File: src/rtl/vector_map_pkg.sv
// Shared definitions for the vector map sequencer: FSM encoding and the
// helper that locates element k inside a packed vector.
package vector_map_pkg;

    typedef enum logic [1:0] {
        IDLE = 2'd0,
        BUSY = 2'd1,
        DONE = 2'd2
    } state_t;

    // Bit offset of element k in a packed vector of width-bit elements.
    function automatic int unsigned elem_lsb(input int unsigned k, input int unsigned width);
        return k * width;
    endfunction

endpackage

File: src/rtl/vector_map_credit_counter.sv
// Tracks how many elements have been issued to and collected from the shared
// unit, and derives the issue permission and last-collect flags.
module vector_map_credit_counter #(
    parameter int VECTOR_LENGTH   = 5,
    parameter int MAX_OUTSTANDING = 2,
    localparam int CW             = $clog2(VECTOR_LENGTH + 1)
) (
    input  logic          clock,
    input  logic          reset_n,
    input  logic          clear,
    input  logic          issue,
    input  logic          collect,
    output logic [CW-1:0] issue_idx,
    output logic [CW-1:0] collect_idx,
    output logic          can_issue,
    output logic          has_outstanding,
    output logic          last_collect
);

    localparam logic [CW-1:0] VL_C   = CW'(VECTOR_LENGTH);
    localparam logic [CW-1:0] MO_C   = CW'(MAX_OUTSTANDING);
    localparam logic [CW-1:0] LAST_C = CW'(VECTOR_LENGTH - 1);

    logic [CW-1:0] issue_q;
    logic [CW-1:0] collect_q;
    logic [CW-1:0] outstanding;

    always_ff @(posedge clock or negedge reset_n) begin
        if (!reset_n) begin
            issue_q   <= '0;
            collect_q <= '0;
        end else if (clear) begin
            issue_q   <= '0;
            collect_q <= '0;
        end else begin
            // Issue and collect may both fire; each counter moves independently.
            if (issue)   issue_q   <= issue_q + 1'b1;
            if (collect) collect_q <= collect_q + 1'b1;
        end
    end

    assign outstanding     = issue_q - collect_q;
    assign issue_idx       = issue_q;
    assign collect_idx     = collect_q;
    assign can_issue       = (issue_q < VL_C) && (outstanding < MO_C);
    assign has_outstanding = (outstanding != '0);
    assign last_collect    = (collect_q == LAST_C);

endmodule

File: src/rtl/vector_map_sequencer.sv
// Folds an element-wise vector map onto one shared function unit: captures a
// vector, issues elements in order, gathers in-order results, hands them on.
module vector_map_sequencer
    import vector_map_pkg::*;
#(
    parameter int ELEMENT_WIDTH   = 4,
    parameter int VECTOR_LENGTH   = 5,
    parameter int MAX_OUTSTANDING = 2,
    localparam int VW             = VECTOR_LENGTH * ELEMENT_WIDTH,
    localparam int IW             = (VECTOR_LENGTH > 1) ? $clog2(VECTOR_LENGTH) : 1,
    localparam int CW             = $clog2(VECTOR_LENGTH + 1)
) (
    input  logic                     clock,
    input  logic                     reset_n,
    input  logic [VW-1:0]            i_vector,
    input  logic                     i_vector_valid,
    output logic                     o_vector_ready,
    output logic [ELEMENT_WIDTH-1:0] o_element,
    output logic [IW-1:0]            o_element_index,
    output logic                     o_element_valid,
    input  logic                     i_element_ready,
    input  logic [ELEMENT_WIDTH-1:0] i_result,
    input  logic                     i_result_valid,
    output logic [VW-1:0]            o_vector,
    output logic                     o_vector_valid,
    input  logic                     i_vector_ready,
    output logic                     o_busy,
    output state_t                   o_state
);

    // Handshakes: a transfer happens on a rising edge where valid and ready are
    // both high; valid never depends on ready and payload holds while valid & !ready.
    // The result channel has no ready: the unit returns one result per
    // i_result_valid, in issue order.

    state_t state_q, state_d;

    logic [VW-1:0]            in_q;
    logic [VW-1:0]            out_q;
    logic [ELEMENT_WIDTH-1:0] elem_mux;
    logic [CW-1:0]            issue_idx;
    logic [CW-1:0]            collect_idx;
    logic                     can_issue;
    logic                     has_outstanding;
    logic                     last_collect;
    logic                     accept;
    logic                     issue_fire;
    logic                     collect_fire;

    assign accept       = (state_q == IDLE) && i_vector_valid;
    assign issue_fire   = o_element_valid && i_element_ready;
    assign collect_fire = (state_q == BUSY) && i_result_valid && has_outstanding;

    vector_map_credit_counter #(
        .VECTOR_LENGTH   (VECTOR_LENGTH),
        .MAX_OUTSTANDING (MAX_OUTSTANDING)
    ) u_credit (
        .clock           (clock),
        .reset_n         (reset_n),
        .clear           (accept),
        .issue           (issue_fire),
        .collect         (collect_fire),
        .issue_idx       (issue_idx),
        .collect_idx     (collect_idx),
        .can_issue       (can_issue),
        .has_outstanding (has_outstanding),
        .last_collect    (last_collect)
    );

    always_ff @(posedge clock or negedge reset_n) begin
        if (!reset_n) state_q <= IDLE;
        else          state_q <= state_d;
    end

    always_comb begin
        state_d         = state_q;
        o_vector_ready  = 1'b0;
        o_element_valid = 1'b0;
        o_vector_valid  = 1'b0;
        o_busy          = 1'b1;
        case (state_q)
            IDLE: begin
                o_vector_ready = 1'b1;
                o_busy         = 1'b0;
                if (i_vector_valid) state_d = BUSY;
            end
            BUSY: begin
                o_element_valid = can_issue;
                if (collect_fire && last_collect) state_d = DONE;
            end
            DONE: begin
                o_vector_valid = 1'b1;
                if (i_vector_ready) state_d = IDLE;
            end
            default: begin
                state_d = IDLE;
            end
        endcase
    end

    always_ff @(posedge clock or negedge reset_n) begin
        if (!reset_n) begin
            in_q  <= '0;
            out_q <= '0;
        end else begin
            if (accept) in_q <= i_vector;
            if (collect_fire) begin
                for (int k = 0; k < VECTOR_LENGTH; k++) begin
                    if (collect_idx == CW'(k))
                        out_q[elem_lsb(k, ELEMENT_WIDTH) +: ELEMENT_WIDTH] <= i_result;
                end
            end
        end
    end

    // issue_idx reaches VECTOR_LENGTH once all elements are out; the mux then yields 0.
    always_comb begin
        elem_mux = '0;
        for (int k = 0; k < VECTOR_LENGTH; k++) begin
            if (issue_idx == CW'(k))
                elem_mux = in_q[elem_lsb(k, ELEMENT_WIDTH) +: ELEMENT_WIDTH];
        end
    end

    assign o_element       = elem_mux;
    assign o_element_index = issue_idx[IW-1:0];
    assign o_vector        = out_q;
    assign o_state         = state_q;

endmodule
File: config.mk
export PLATFORM = sky130hd
export DESIGN_NAME = vector_map_sequencer
export DESIGN_NICKNAME = d
export VERILOG_FILES = /design/src/rtl/vector_map_pkg.sv /design/src/rtl/vector_map_credit_counter.sv /design/src/rtl/vector_map_sequencer.sv
export SDC_FILE = /design/constraint.sdc
export NUM_CORES = 1
export LEC_CHECK = 0
export BUFFER_PORTS_ARGS = -buffer_cell sky130_fd_sc_hd__buf_2
export CAP_MARGIN = 20
export CORE_AREA = 2 2 58 101
export CTS_BUF_LIST = sky130_fd_sc_hd__clkbuf_8
export CTS_CLUSTER_SIZE = 8
export DETAILED_ROUTE_END_ITERATION = 6
export DIE_AREA = 0 0 60 103
export PLACE_DENSITY = 0.65
export SLEW_MARGIN = 20
export SYNTH_ARGS = -nofsm -noshare
export SYNTH_HDL_FRONTEND = slang
export SYNTH_SLANG_ARGS = --single-unit
File: constraint.sdc
create_clock -name clock -period 4.8 [get_ports clock]
set_input_delay 0.24 -clock clock [delete_from_list [all_inputs] [get_ports clock]]
set_output_delay 0.24 -clock clock [all_outputs]
set_load 0.02 [all_outputs]
# == Yosys cells after proc, flatten, opt, wreduce, memory -nomap -nowiden ==
# Cells that the tools add are included.
# word_totals
ff_bits,48
input_bits,30
output_inout_bits,33
# op_classes
n_addsub,3
n_lt_le_gt_ge,2
n_eq_ne,13
muxes,17
reduce_logical,18
# ops
operator,n
two-way mux 4 bit,5
equality test 3 x 2 -> 1 bit (second input constant),4
two-way mux 3 bit,4
AND reduction 2 bit,5
adder 3 x 1 -> 3 bit (second input constant),2
equality test 3 x 1 -> 1 bit (second input constant),2
equality test 3 bit (second input constant),2
logical AND 1 bit,6
logical NOT 3 bit,2
two-way mux 2 bit,3
one-hot mux 2 bit (3 select lines),1
two-way mux 1 bit,4
inequality test 2 bit (second input constant),2
nonzero test 2 bit,2
less-than comparator 3 x 2 -> 1 bit (second input constant),1
less-than comparator 3 bit (second input constant),1
AND reduction 3 bit,1
nonzero test 3 bit,1
subtractor 3 bit,1
equality test 2 x 1 -> 1 bit (second input constant),1
equality test 2 bit (second input constant),1
logical NOT 2 bit,1
inequality test 2 x 1 -> 1 bit (second input constant),1

# == Depth between registers and ports, before layout ==
# depth
depth_word,7
depth_mapped,7

# == By module ==
# From an unflattened synthesis, not the netlist that was laid out.
# unflattened
hier_cells,178
area_unflattened_um2,2287.2
# by_module_without_submodules
module,n_inst,cells_each,area_per_inst_um2,seq_area_each_um2
vector_map_sequencer,1,141,1886.8,1051.0
vector_map_credit_counter,1,37,400.4,150.1

# == Least setup slack after synthesis ==
# OpenSTA, ideal clock, no wires.
# synth_path
kind,register -> register
from,"register u_credit.issue_q[0], in the netlist u_credit.issue_idx[0]"
to,"register out_q[0], in the netlist o_vector[0]"
setup_time_ns,0.125
t_arrival_ns,2.263
required_ns,4.675
slack_ns,2.413
stages_incl_launch_ff,7
n_path_buf,0
synth_period_minus_slack_ns,2.387
path_cell_list,dfrtp_1 > inv_1 > ha_1 > fa_1 > nand2_1 > o211ai_1 > mux2_2
# synth_via
elab_chain_cells,4
# synth_lines
item,line,rtl
"start, declared",vector_map_credit_counter.sv:24,logic [CW-1:0] issue_q;
"start signal, assigned",vector_map_credit_counter.sv:37,if (issue) issue_q <= issue_q + 1'b1;
subtractor 3 bit,vector_map_credit_counter.sv:42,assign outstanding = issue_q - collect_q;
nonzero test 3 bit,vector_map_credit_counter.sv:46,assign has_outstanding = (outstanding != '0);
logical AND 1 bit,vector_map_sequencer.sv:52,assign collect_fire = (state_q == BUSY) && i_result_valid && has_outstanding;
AND reduction 2 bit (no source line),n/a,
"end signal, assigned by index",vector_map_sequencer.sv:110,"out_q[elem_lsb(k, ELEMENT_WIDTH) +: ELEMENT_WIDTH] <= i_result;"
"end, declared",vector_map_sequencer.sv:39,logic [VW-1:0] out_q;
# No other way between the ends.
# A chain may end at the register's enable or synchronous reset.

# == Final worst setup path ==
# layout_path
from,"register u_credit.issue_q[0], in the netlist u_credit.issue_idx[0]"
to,"register out_q[9], in the netlist o_vector[9]"
# Same word-level chain as after synthesis.

==> impl_metrics.tcl <==
set metrics [dict create \
    ys.warnings.count 0 \
    remaining_drc_errors 0 \
    cts_buffers 5 \
    clkSinkCount 48 \
    insertion_delay_ns 0.31 \
    postSynthCellCount 186 \
    vdd_drop_max_mv 0.3972 \
    wl_per_cell_um 14.86 \
    via_count 1661 \
    syn_area_sq_mm 0.002385 \
    layout-drive-gt1-share_pct 47.20 \
    synth_nets 228 \
    crit_chain "inv_1 > ha_1 > fa_1 > nand2_1 > o211ai_1 > mux2_2" \
    crit_family "adder cells" \
    nFillCells 499 \
    fin_crit_sh_pct 52.24 \
    clk_path_buf_depth 2 \
    slew_headroom_pct 57.22 \
    period_minus_slack_ns 2.508 \
    hold_class "primary input to flop" \
    antenna_found_initial 0 \
    powerDensity_mw_per_mm2 761.4 \
    cts_tree "done" \
    synth_mux_area_share_pct 21.41 \
    cp-end-kind "flop" \
    io_pins 63 \
    cts-root-buf "clkbuf_8" \
    postLayoutCoreUtil_pct 52.85 \
    synth_fa_ha_area_share_pct 6.611 \
    fmax_ghz 0.3988 \
    leakage_nw 1.441 \
    worstPathMaxFanout 7 \
    rows 36 \
    outcome "complete, no violations" \
    setup_viol 0 \
    syn_to_final_growth_pct 20.78 \
    ys_ff_latch 48 \
    cp.required_ns 5.00 \
    max_cap_violations 0 \
    postCtsSetupBuffers 0 \
    worstPathArrival_ns 2.71 \
    max_slew.worst_pin.slew_ns 0.6417 \
    clk_pin_slew_ns 0.09 \
    core_sq_mm 0.005450 \
    power_mw 2.193 \
    cp_num_buf_inv 1 \
    synth_flop_cell "dfrtp_1" \
    initial_utilization_pct 43.76 \
    dp_hpwl_mm 3.712 \
    grt_pass1_wl_mm 7.776 \
    grt_pass1_vias 1635 \
    synth_area_per_cell_sq_um 12.82 \
    rsz0062_at_grt "no" \
    fp.dieW_um 60 \
    overflow 0 \
    cts_resized 0 \
    place_congestion 0.7997 \
    die_h_um 103 \
    fin_nets 291 \
    dpl_cell_area_sq_mm 0.002753 \
    yosysUniqueCellTypes 33 \
    die_area_sq_mm 0.006180 \
    track_usage_pct 17.27 \
    synth_edf_count 0 \
    crit_path_start_kind "flop" \
    fin_area_sq_mm 0.002880 \
    avgViaCountPerCell 5.095 \
    drt_first_iter_violations 57 \
    synth_top_family_by_area "multiplexers" \
    crit_type "flop to flop" \
    cp_slowest_stage_delay_ns 0.65 \
    drt-pass1-iter-count 4 \
    synthArstFlopShare_pct 100.0 \
    drtAntennaViolNets 0 \
    cts_hold_buffers 0 \
    synth_compound_area_share_pct 9.444 \
    diodes 0 \
    finalHoldViolations 0 \
    skew_ns 0.004591 \
    synthSimpleGateAreaFrac_pct 6.873 \
    synth_seq_area_share_pct 50.37 \
    grt_max_degree 49 \
    finalSetupTns_ns 0 \
    h-tree-depth 2 \
    cpMaxStageDelayCell "fa_1" \
    slew_viol_final 0 \
    synth_xor_area_share_pct 1.364 \
    port_buffers 62 \
    drt-total-wl_mm 4.843 \
]
## routing by layer
layer / GRT usage, % / wire length (um) / vias up
met2: 32.78 / 2800 / 51
met4: 8.205 / 115 / 0
met5: 0 / 0 / -
met3: 2.635 / 172 / 10
met1: 17.56 / 1754 / 814
li1: - / - / 786
## Yosys cell counts, types with 2 or more instances
master	count	area (sq um)
inv_1	15	56.30
o211ai_1	3	22.52
nand2_1	16	60.06
buf_2	3	15.01
o211a_1	4	40.04
nand3b_1	5	37.54
a31oi_1	5	31.28
dfrtp_1	48	1201
nor2b_1	2	12.51
a221o_1	4	40.04
a21oi_1	4	20.02
mux2i_1	6	60.06
clkbuf_1	2	7.510
ha_1	11	137.6
mux2_2	40	450.4
## placed cells by master, fill, tap and decap left out, drive strengths merged, types with 2 or more instances in the layout
cell	instances
a21oi	4
a221o	4
a311oi	3
a31oi	5
buf	62
clkbuf	5
dfrtp	48
ha	11
inv	16
mux2	40
mux2i	6
nand2	16
nand3b	5
nor2b	2
o211a	4
o211ai	3
## flip-flops by register name (all words and copies together), names as in the netlist
name,count
in_q,20
o_vector,20
u_credit.collect_idx,3
u_credit.issue_idx,3
o_state,2
## path summary, 6_finish.rpt
kind,slack [ns],end,depth (start not counted),from
min in group asynchronous,0.46,o_vector[18]$_DFFE_PN0P_,2,reset_n
min reg2reg,0.50,o_vector[17]$_DFFE_PN0P_,1,o_vector[17]$_DFFE_PN0P_
min,0.15,o_state[0]$_DFFE_PN0P_,2,i_result_valid
max reg2reg,2.29,o_vector[9]$_DFFE_PN0P_,6,u_credit.issue_idx[0]$_DFFE_PN0P_
max in group asynchronous,3.91,u_credit.collect_idx[2]$_DFFE_PN0P_,2,reset_n
max,2.29,o_vector[9]$_DFFE_PN0P_,6,u_credit.issue_idx[0]$_DFFE_PN0P_
## worst reg2reg max path: stages, from the launching register on
cell	delay, ns
dfrtp_1	0.45
inv_1	0.11
ha_1	0.22
fa_1	0.65
nand2_1	0.14
o211ai_1	0.43
mux2_2	0.39
## cell type report
type	instances	area [sq um]	share of cell area [%]
multi-input combinational	116	1090	37.84
sequential	48	1201	41.70
tap	76	95.09	3.301
clock inverter	3	46.29	1.607
inverter	15	56.30	1.955
clock buffer	5	68.82	2.389
timing repair buffer	63	322.8	11.21
## kinds of logic (layout without fill, tap and decap cells)
logic type | after synthesis | count (layout)
AOI/OAI and AO/OA | 26 | 26
xor gates and xnor gates | 2 | 2
adders and majority gates | 12 | 12
buffers and inverters | 22 | 86
DFF | 48 | 48
muxes | 46 | 46
and+or+nand+nor | 30 | 30
## power breakdown
| group | internal (mW) | switching [mW] |
|---|---|---|
| Sequential | 0.607 | 0.136 |
| Clock | 0.157 | 0.140 |
| Combinational | 0.512 | 0.641 |
| Total | 1.28 | 0.917 |
## through the flow
stage	setup slack [ns]	instances	hold slack [ns]
after floorplan	2.413	186	-0.05559
after global placement	2.345	317	0.4710
after detailed placement	2.267	317	0.4764
after CTS	2.266	325	0.1541
after global routing	2.121	326	0.1534
final	2.292	326	0.1545
Note: power is estimated with default switching activity, not from simulation.
